[config.mk]
export PLATFORM = sky130hd
export DESIGN_NAME = ldpc_codeword_assembler
export DESIGN_NICKNAME = d
export VERILOG_FILES = /design/src/rtl/ldpc_codeword_assembler.sv
export SDC_FILE = /design/constraint.sdc
export NUM_CORES = 1
export LEC_CHECK = 0
export BUFFER_PORTS_ARGS = -buffer_cell sky130_fd_sc_hd__buf_2
export CAP_MARGIN = 20
export CORE_MARGIN = 2
export CORE_UTILIZATION = 45
export DETAILED_ROUTE_END_ITERATION = 10
export GPL_TIMING_DRIVEN = 0
export PLACE_DENSITY = 0.72
export RECOVER_POWER = 25
export SETUP_SLACK_MARGIN = 0.4
export SLEW_MARGIN = 20
export SYNTH_ARGS = -nofsm -noshare
export SYNTH_HDL_FRONTEND = slang
export SYNTH_SLANG_ARGS = --single-unit
[constraint.sdc]
create_clock -name clk -period 2 [get_ports clk]
set_input_delay 0.2 -clock clk [delete_from_list [all_inputs] [get_ports clk]]
set_output_delay 0.2 -clock clk [all_outputs]
set_load 0.1 [all_outputs]
[src/rtl/ldpc_codeword_assembler.sv]
`default_nettype none
// ============================================================================
//  Module      : ldpc_codeword_assembler
//  Description : Merges a systematic info stream and an LDPC check-bit stream
//                into one codeword stream. Each codeword is the info beats
//                followed by the check beats. The output is registered and
//                backed by a 2-entry skid buffer. Both input readys are
//                registered.
//  Revision    : 1.0 - initial release
// ============================================================================
module ldpc_codeword_assembler #(
    parameter int WIDTH     = 8,     // bits per beat, 8 or 16
    parameter int INFO_BITS = 7136,  // info bits per codeword
    parameter int PAR_BITS  = 1024   // 1022 parity bits plus 2 fill bits
) (
    input  logic             clk,
    input  logic             rst_n,
    input  logic [WIDTH-1:0] s_info_tdata,
    input  logic             s_info_tvalid,
    output logic             s_info_tready,
    input  logic [WIDTH-1:0] s_par_tdata,
    input  logic             s_par_tvalid,
    input  logic             s_par_tlast,
    output logic             s_par_tready,
    output logic [WIDTH-1:0] m_axis_tdata,
    output logic             m_axis_tvalid,
    output logic             m_axis_tlast,
    input  logic             m_axis_tready,
    output logic             frame_err
);

    localparam int c_INFO_BEATS = INFO_BITS / WIDTH;
    localparam int c_PAR_BEATS  = PAR_BITS / WIDTH;
    localparam int c_MAX_BEATS  = (c_INFO_BEATS > c_PAR_BEATS) ? c_INFO_BEATS : c_PAR_BEATS;
    localparam int c_CNT_W      = $clog2(c_MAX_BEATS);

    localparam logic [c_CNT_W-1:0] c_INFO_LAST = c_CNT_W'(c_INFO_BEATS - 1);
    localparam logic [c_CNT_W-1:0] c_PAR_LAST  = c_CNT_W'(c_PAR_BEATS - 1);

    localparam logic [0:0] S_INFO = 1'b0;
    localparam logic [0:0] S_PAR  = 1'b1;

    // Framing state
    logic [0:0]         r_state;
    logic [c_CNT_W-1:0] r_cnt;
    logic               r_info_ready;
    logic               r_par_ready;

    // Skid buffer: the head entry drives m_axis directly, the skid entry is
    // the second slot that absorbs a beat accepted while the head is stalled.
    logic [1:0]         r_occ;
    logic [WIDTH-1:0]   r_head_data;
    logic               r_head_last;
    logic [WIDTH-1:0]   r_skid_data;
    logic               r_skid_last;
    logic               r_m_valid;
    logic               r_frame_err;

    logic               w_info_acc;
    logic               w_par_acc;
    logic               w_push;
    logic               w_pop;
    logic               w_cnt_last;
    logic               w_par_cnt_last;
    logic [WIDTH-1:0]   w_in_data;
    logic               w_in_last;
    logic [0:0]         w_state_next;
    logic [c_CNT_W-1:0] w_cnt_next;
    logic [1:0]         w_occ_next;

    // Readys are already gated by state, so at most one stream is accepted.
    assign w_info_acc     = s_info_tvalid & r_info_ready;
    assign w_par_acc      = s_par_tvalid & r_par_ready;
    assign w_push         = w_info_acc | w_par_acc;
    assign w_pop          = r_m_valid & m_axis_tready;
    assign w_par_cnt_last = (r_cnt == c_PAR_LAST);
    assign w_cnt_last     = (r_state == S_INFO) ? (r_cnt == c_INFO_LAST) : w_par_cnt_last;
    assign w_in_data      = w_par_acc ? s_par_tdata : s_info_tdata;
    // Codeword end comes from the beat counter alone; s_par_tlast is only audited.
    assign w_in_last      = w_par_acc & w_par_cnt_last;

    // Next-state, counter and occupancy decode shared by the registered readys.
    always_comb begin
        w_state_next = r_state;
        w_cnt_next   = r_cnt;
        w_occ_next   = r_occ;
        if (w_push) begin
            if (w_cnt_last) begin
                w_state_next = ~r_state;
                w_cnt_next   = '0;
            end else begin
                w_cnt_next   = r_cnt + 1'b1;
            end
        end
        if (w_push && !w_pop) begin
            w_occ_next = r_occ + 2'd1;
        end else if (w_pop && !w_push) begin
            w_occ_next = r_occ - 2'd1;
        end
    end

    // FSM, beat counter and readys; readys look one cycle ahead so they stay registered.
    always_ff @(posedge clk) begin
        if (!rst_n) begin
            r_state      <= S_INFO;
            r_cnt        <= '0;
            r_info_ready <= 1'b0;
            r_par_ready  <= 1'b0;
        end else begin
            r_state      <= w_state_next;
            r_cnt        <= w_cnt_next;
            r_info_ready <= (w_state_next == S_INFO) && (w_occ_next != 2'd2);
            r_par_ready  <= (w_state_next == S_PAR)  && (w_occ_next != 2'd2);
        end
    end

    // Two-entry skid buffer; a push and pop in the same cycle keeps occupancy.
    always_ff @(posedge clk) begin
        if (!rst_n) begin
            r_occ       <= 2'd0;
            r_head_data <= '0;
            r_head_last <= 1'b0;
            r_skid_data <= '0;
            r_skid_last <= 1'b0;
            r_m_valid   <= 1'b0;
        end else begin
            r_occ     <= w_occ_next;
            r_m_valid <= (w_occ_next != 2'd0);
            case ({w_push, w_pop})
                2'b10: begin
                    if (r_occ == 2'd0) begin
                        r_head_data <= w_in_data;
                        r_head_last <= w_in_last;
                    end else begin
                        r_skid_data <= w_in_data;
                        r_skid_last <= w_in_last;
                    end
                end
                2'b01: begin
                    if (r_occ == 2'd2) begin
                        r_head_data <= r_skid_data;
                        r_head_last <= r_skid_last;
                    end
                end
                2'b11: begin
                    if (r_occ == 2'd2) begin
                        r_head_data <= r_skid_data;
                        r_head_last <= r_skid_last;
                        r_skid_data <= w_in_data;
                        r_skid_last <= w_in_last;
                    end else begin
                        r_head_data <= w_in_data;
                        r_head_last <= w_in_last;
                    end
                end
                default: begin
                end
            endcase
        end
    end

    // One-cycle flag when the encoder's tlast disagrees with the counter framing.
    always_ff @(posedge clk) begin
        if (!rst_n) begin
            r_frame_err <= 1'b0;
        end else begin
            r_frame_err <= w_par_acc & (s_par_tlast != w_par_cnt_last);
        end
    end

    assign s_info_tready = r_info_ready;
    assign s_par_tready  = r_par_ready;
    assign m_axis_tdata  = r_head_data;
    assign m_axis_tvalid = r_m_valid;
    assign m_axis_tlast  = r_head_last;
    assign frame_err     = r_frame_err;

endmodule
`default_nettype wire

# [Word-level counts from Yosys, hierarchy flattened]
# Cells that the tools add are included.
[totals] wordCells=67 out_inout_bits=13 in_bits=22 ff_bits=35
[op_classes] mux=21 eq_ne=12 n_reduce_logical=12 addsub=3 bitwise=8
[op_table] operator="2-to-1 mux 8 bit" n=6
[op_table] operator="one-hot mux 8 bit (3 select lines)" n=1
[op_table] operator="one-hot mux 8 bit (2 select lines)" n=1
[op_table] operator="adder 10 x 1 -> 10 bit, second input constant" n=1
[op_table] operator="equality test 10 bit, second input constant" n=1
[op_table] operator="equality test 10 x 7 -> 1 bit, second input constant" n=1
[op_table] operator="2-to-1 mux 10 bit" n=1
[op_table] operator="inequality test 2 bit, second input constant" n=5
[op_table] operator="2-to-1 mux 1 bit" n=8
[op_table] operator="equality test 2 bit, second input constant" n=3
[op_table] operator="AND reduction 3 bit" n=2
[op_table] operator="AND 1 bit" n=5
[op_table] operator="logical AND 1 bit" n=4
[op_table] operator="2-to-1 mux 2 bit" n=2
[op_table] operator="nonzero test 2 bit" n=2
[op_table] operator="one-hot mux 1 bit (3 select lines)" n=1
[op_table] operator="nonzero test 3 bit" n=1
[op_table] operator="adder 2 x 1 -> 2 bit, second input constant" n=1
[op_table] operator="equality test 2 x 1 -> 1 bit, second input constant" n=1
[op_table] operator="zero test 1 bit" n=2
[op_table] operator="zero test 2 bit" n=1
[op_table] operator="NOT 1 bit" n=2
[op_table] operator="one-hot mux 1 bit (2 select lines)" n=1
[op_table] operator="subtractor 2 x 1 -> 2 bit, second input constant" n=1
[op_table] operator="other kinds (2)" n=2

# [Depth between registers and ports, before layout]
# Gate-level depths: netlist (run 1).
[depth] depth_word=8 mapped_depth=7 mapped_depth_nobuf=6

# [Least setup slack after synthesis (run 1)]
# No wires, ideal clock.
[synth_timing] path_kind="reg-to-reg" start="register r_info_ready (netlist: s_info_tready)" end="register r_cnt[0]" synth_period_minus_slack_ns=2.204 setup_ns=0.136 path_stages_with_launch=5 t_required_ns=1.864 setup_slack_ns=-0.204 arrival_ns=2.068 path_buffers=1 path_cell_list="dfxtp_1 -> a22oi_4 -> buf_6 -> o41ai_4 -> nor2_1"
[synth_between] elab_chain_len=2
[synth_lines] element="from (decl)" line="46" rtl="logic r_info_ready;"
[synth_lines] element="from (signal assigned)" line="112" rtl="r_info_ready <= (w_state_next == S_INFO) && (w_occ_next != 2'd2);"
[synth_lines] element="AND 1 bit" line="72" rtl="assign w_info_acc = s_info_tvalid & r_info_ready;"
[synth_lines] element="OR 1 bit" line="74" rtl="assign w_push = w_info_acc | w_par_acc;"
[synth_lines] element="to (signal assigned)" line="111" rtl="r_cnt <= w_cnt_next;"
[synth_lines] element="to (decl)" line="45" rtl="logic [c_CNT_W-1:0] r_cnt;"
# No other way between the ends.
# A chain may end at the register's enable or synchronous reset.

# [Final worst setup path (run 1)]
[layout_timing] start="register r_par_ready (netlist: s_par_tready)" end="output port s_par_tready"
[layout_lines] element="from (decl)" line="47" rtl="logic r_par_ready;"
[layout_lines] element="from (signal assigned)" line="113" rtl="r_par_ready <= (w_state_next == S_PAR) && (w_occ_next != 2'd2);"
[layout_lines] element="to (decl)" line="24" rtl="output logic s_par_tready,"
# No word-level cell between the ends.

==> metrics.md, run 1 <==
| Metric | Value |
|---|---|
| Most frequent cell after synthesis | dfxtp_1 |
| First-pass GRT wire length | 9.17 mm |
| Max Transition Viols Final | 0 |
| CTS tree | yes |
| Clk pin slew, worst setup/hold paths | 0.08 ns |
| Post-Syn Area | 0.00206 mm² |
| Share of layout cells above drive strength 1 | 0.384 |
| Yosys cell types | 49 |
| Routability cong. | 0.826 |
| Crit end category | output port |
| CTS root buf | clkbuf_8 |
| Clk sinks | 35 |
| P per Cell Area | 1100 mW/mm² |
| CTS hold repair buffers | 0 |
| Largest net degree at the start of global routing | 11 |
| Cells after synthesis | 223 |
| Period utilization | 0.870 |
| Delay of the slowest critical-path stage | 0.87 ns |
| Cell row count | 24 |
| Worst path slowest cell | clkbuf_1 |
| Async set-reset flop share out of synthesis | 0 |
| Worst Path Buf+Inv | 1 |
| Initial antenna violation count | 0 |
| CP cell instances | clkbuf_1 |
| Rel. slew slack | 0.220 |
| Area growth syn-to-layout | 31.7% |
| Final Setup Violations | 0 |
| Final Hold Vio Count | 0 |
| Post-synth top cells | dfxtp_1 (35), nor2_1 (28), nand2_1 (26) |
| Max-cap violation count | 0 |
| Unrepaired setup endpoints after global routing | yes |
| Num CTS Buffers | 5 |
| GRT Total Usage | 0.228 |
| Die area | 0.00513 mm² |
| Post-DR vias/cell | 6.13 |
| Chip Height | 71.6 µm |
| R2R setup slack | 0.36 ns |
| Dominant cells by area after synthesis | dfxtp_1 (34%), and4bb_2 (5.5%), nor2_1 (5.1%) |
| Fmax | 575 MHz |
| PortBufs | 34 |
| Clk Latency, worst-skew pair | 0.29 ns |
| Final core occ | 0.618 |
| Worst endpoint required time | 1.80 ns |
| Largest area contributor in the synthesized netlist | dfxtp_1 |
| Net Count, Synth | 248 |
| Worst-path fanout max | 5 |
| DRT iter0 DRCs | 276 |
| Total vias in the final route | 2042 |
| Worst slew pin tran | 1.18 ns |
| CTS Buffer Depth | 2 |
| Status | completed |
| Worst EP arrival | 1.54 ns |
| Drt pass-1 iters | 8 |
| Hold/Removal Path Class | in2reg |
| Max Clock Skew | 0.0137 ns |
| Sequential area share after synthesis | 0.340 |
| Yosys top cell area share | 0.340 |
| Core area | 0.00438 mm² |
| Post-synth top flop | dfxtp_1 |
| Hpwl dp | 3.62 mm |
| Diodes inserted | 0 |
| Initial core utilization | 0.469 |
| Setup TNS | 0 ns |
| GRT Residual Overflow | 0 |
| Post-synth EDFFs | 0 |
| Final WL | 5.72 mm |
| Pleak | 1.05 nW |
| Wire per inst | 17.2 µm |
| Crit path kind | reg2out |
| Detail Route Antenna Nets | 0 |
| Htree depth | 2 |
| Vias in the first global route | 1942 |
| Io pins | 35 |
| CP top delay family | buffers and inverters |
| Residual DRC count | 0 |
| Number of synthesized register bits | 35 |
| Final Net Count | 306 |
| CP Launch Type | flop |
| Ys Warns | 0 |
| DIE WIDTH | 71.6 µm |
| Peak VDD IR | 0.685 mV |
| Crit path time final | 1.74 ns |
| Syn Area/Cell | 9.23 µm² |
[report_power, final]
group	internal [W]	switching [W]
Clock	0.000270	0.000258
Combinational	0.000572	0.000950
Sequential	0.000832	0.000104
[area by class of cell]
type	instances	area [µm²]
inverters	3	13.8
well taps	52	65.1
clock inverters	1	5.00
repair buffers	51	320
multi-input cells	172	1400
plain buffers	13	104
clock buffers	6	82.6
fillers	385	1670
flip-flops and latches	35	722
[layout by cell type (no fill, tap or decap), drive strengths merged, types with 3 or more instances in the layout]
cell,Yosys,layout
a311oi,10,10
o2bb2ai,9,9
a21oi,5,5
ha,3,3
nand4b,3,3
inv,3,3
buf,9,48
o21ai,10,10
xnor2,10,10
clkbuf,4,22
dfxtp,35,35
o22ai,8,8
nor2,28,28
and2,4,4
and4bb,9,9
a222oi,8,8
nor3,5,5
nand2,27,27
nand3,5,5
[routing by layer]
metal  GRT usage  share of wire  wire [µm]
met1       0.303           0.44       2540
met2       0.362           0.47       2710
met3      0.0436          0.063        359
met4      0.0943          0.019        108
met5           0              0          0
[final timing paths]
kind	startpoint	cells after the start	to
hold reg to reg	m_axis_tdata[7]$_SDFFE_PN0P_	1	m_axis_tdata[7]$_SDFFE_PN0P_
setup reg to reg	r_occ[0]$_SDFF_PN0_	7	m_axis_tdata[7]$_SDFFE_PN0P_
setup / recovery	s_par_tready$_SDFF_PN0_	1	s_par_tready
hold / removal	s_info_tdata[3]	3	r_skid_data[3]$_SDFFE_PN0P_
[worst min-delay path: cells and delay by family]
kind	cells	cell delay, ns
buf+inv	1	0.11
simple gates	1	0.05
compound gates	1	0.07
[cell families after synthesis]
family                     after synthesis  synth area share
DFF                                     35             0.340
AOI/OAI and AO/OA                       60             0.254
adders and majority gates                3            0.0182
xor gates and xnor gates                12            0.0511
buffers and inverters                   16            0.0480
and+or+nand+nor                         97             0.288
[flip-flops by register name, indices dropped and copies added, names as in the netlist]
name / flops
r_skid_last: 1
m_axis_tvalid: 1
m_axis_tdata: 8
frame_err: 1
s_par_tready: 1
r_state: 1
r_occ: 2
r_skid_data: 8
s_info_tready: 1
m_axis_tlast: 1
r_cnt: 10
[timing repair]
action                     in CTS  in global routing
pin swaps                      20                 28
gates resized for setup        22                 19
buffers inserted               11                  5
setup endpoints to repair      31                 32
gates cloned                    0                  1
[metrics by stage]
step	power [W]	instance area [µm²]	instances	hold slack [ns]	setup slack (ns)
after floorplan	0.00192	2080	223	0.319	0.401
after global placement	0.00215	2320	309	0.439	0.0908
after detailed placement	0.00217	2320	309	0.442	0.0856
after CTS	0.00285	2590	327	0.173	0.341
after global routing	0.00313	2710	333	0.189	0.223
final	0.00299	2710	333	0.180	0.260
Power figures use the tool's default switching activity.
==> run 2, diff against run 1 <==
--- a/config.mk
+++ b/config.mk
@@ -6,7 +6,7 @@
 export NUM_CORES = 1
 export LEC_CHECK = 0
 export BUFFER_PORTS_ARGS = -buffer_cell sky130_fd_sc_hd__buf_2
-export CAP_MARGIN = 20
+export CORE_ASPECT_RATIO = 1.75
 export CORE_MARGIN = 2
 export CORE_UTILIZATION = 45
 export DETAILED_ROUTE_END_ITERATION = 10
==> metrics.md, run 2 (same netlist as run 1, synthesis figures left out) <==
| Metric | Value |
|---|---|
| First-pass GRT wire length | 9.50 mm |
| Worst endpoint required time | 1.80 ns |
| GRT Residual Overflow | 0 |
| Share of layout cells above drive strength 1 | 0.392 |
| FILL cells | 378 |
| Largest net degree at the start of global routing | 11 |
| CTS hold repair buffers | 0 |
| R2R setup slack | 0.35 ns |
| Crit path time final | 1.75 ns |
| CTS root buf | clkbuf_8 |
| Worst EP arrival | 1.55 ns |
| Final Hold Vio Count | 0 |
| GRT Max-Usage Layer | met2 |
| CP top delay family | buffers and inverters |
| Period utilization | 0.873 |
| Post-route setup slack | 0.254 ns |
| Post-DR vias/cell | 6.14 |
| Detail Route Antenna Nets | 0 |
| Htree depth | 2 |
| Hpwl dp | 3.96 mm |
| PortBufs | 34 |
| P per Cell Area | 1100 mW/mm² |
| Worst-path fanout max | 5 |
| Io pins | 35 |
| DIE WIDTH | 55.1 µm |
| Commonest non-fill, non-tap cell in the layout | dfxtp_1 |
| Setup TNS | 0 ns |
| Clk sinks | 35 |
| Hold WS | 0.178 ns |
| Final Net Count | 310 |
| Status | completed |
| Final Setup Violations | 0 |
| Total vias in the final route | 2069 |
| Crit end category | output port |
| GRT Total Usage | 0.250 |
| Drt pass-1 iters | 6 |
| Initial antenna violation count | 0 |
| Setup WS pre-CTS | 0.0756 ns |
| Most frequent cells in the layout | dfxtp_1 (27), nand2_1 (25), buf_2 (24), nor2_1 (23), buf_4 (20) |
| Crit path kind | reg2out |
| Worst slew pin tran | 1.17 ns |
| Die area | 0.00515 mm² |
| Initial core utilization | 0.467 |
| Worst Path Buf+Inv | 1 |
| Area growth syn-to-layout | 31.4% |
| Peak VDD IR | 0.782 mV |
| Met2 Resource Use GR | 0.444 |
| CP Launch Type | flop |
| Residual DRC count | 0 |
| DRT iter0 DRCs | 99 |
| Cell row count | 32 |
| Core area | 0.00440 mm² |
| Rel. slew slack | 0.222 |
| Num CTS Buffers | 5 |
| Max reg flops | 10 |
| CTS tree | yes |
| CP cell instances | clkbuf_1 |
| Pleak | 1.06 nW |
| Power Total | 0.00297 W |
| CTS Buffer Depth | 2 |
| Max Clock Skew | 0.00618 ns |
| Hold/Removal Path Class | in2reg |
| Routability cong. | 0.825 |
| Unrepaired setup endpoints after global routing | yes |
| Worst path slowest cell | clkbuf_1 |
| Chip Height | 93.5 µm |
| Clk Latency, worst-skew pair | 0.29 ns |
| Largest Register | r_cnt |
| Diodes inserted | 0 |
| Fmax | 573 MHz |
| Max-cap violation count | 0 |
| Wire per inst | 17.6 µm |
| Delay of the slowest critical-path stage | 0.87 ns |
| Final WL | 5.95 mm |
| Max Transition Viols Final | 0 |
| Global routing usage on met3 | 0.0607 |
| Clk pin slew, worst setup/hold paths | 0.07 ns |
| Vias in the first global route | 2097 |
| Met1 usage | 0.232 |
run 2: layer usage:
metal  wire length [µm]  vias up  part of all wire
li1                   -      968                 -
met1               2120     1015              0.36
met2               3380       66              0.57
met3                249       20             0.042
met4                205        0             0.034
met5                  0        -                 0
run 2: final timing paths:
| path | cells past startpoint | to | from |
|---|---|---|---|
| max | 1 | m_axis_tvalid | m_axis_tvalid$_SDFF_PN0_ |
| min | 3 | frame_err$_SDFF_PN0_ | s_par_tlast |
| max reg2reg | 5 | m_axis_tdata[5]$_SDFFE_PN0P_ | m_axis_tvalid$_SDFF_PN0_ |
| min reg2reg | 1 | m_axis_tdata[2]$_SDFFE_PN0P_ | m_axis_tdata[2]$_SDFFE_PN0P_ |
run 2: final cells by class:
class                           count  area, µm²  area share
Multi-Input combinational cell    172       1390       0.515
Sequential cell                    35        723       0.267
Timing Repair Buffer               55        328       0.121
Buffer                             13        101      0.0375
Clock buffer                        7       76.3      0.0282
Tap cell                           51       63.8      0.0236
Inverter                            3       13.8     0.00509
Clock inverter                      1       5.00     0.00185
run 2: report_power, final:
group	internal, W	switching (W)
logic	0.000571	0.000970
clock network	0.000244	0.000250
registers	0.000832	0.000104
total	0.00165	0.00132
run 2: timing repair:
| item | 4_1_cts | 5_1_grt |
|---|---|---|
| gates resized for setup | 27 | 14 |
| gates cloned | 1 | 0 |
| setup buffers | 18 | 2 |
| setup endpoints to repair | 31 | 29 |
| pin swaps | 19 | 14 |
| endpoints found under the hold margin | 0 | 0 |
run 2: through the flow:
step,util,std cells,cell area (µm²)
final,0.614,337,2700
after global routing,0.614,337,2700
after CTS,0.605,335,2660
after detailed placement,0.526,308,2320
after global placement,0.526,308,2320
after floorplan,-,223,2080
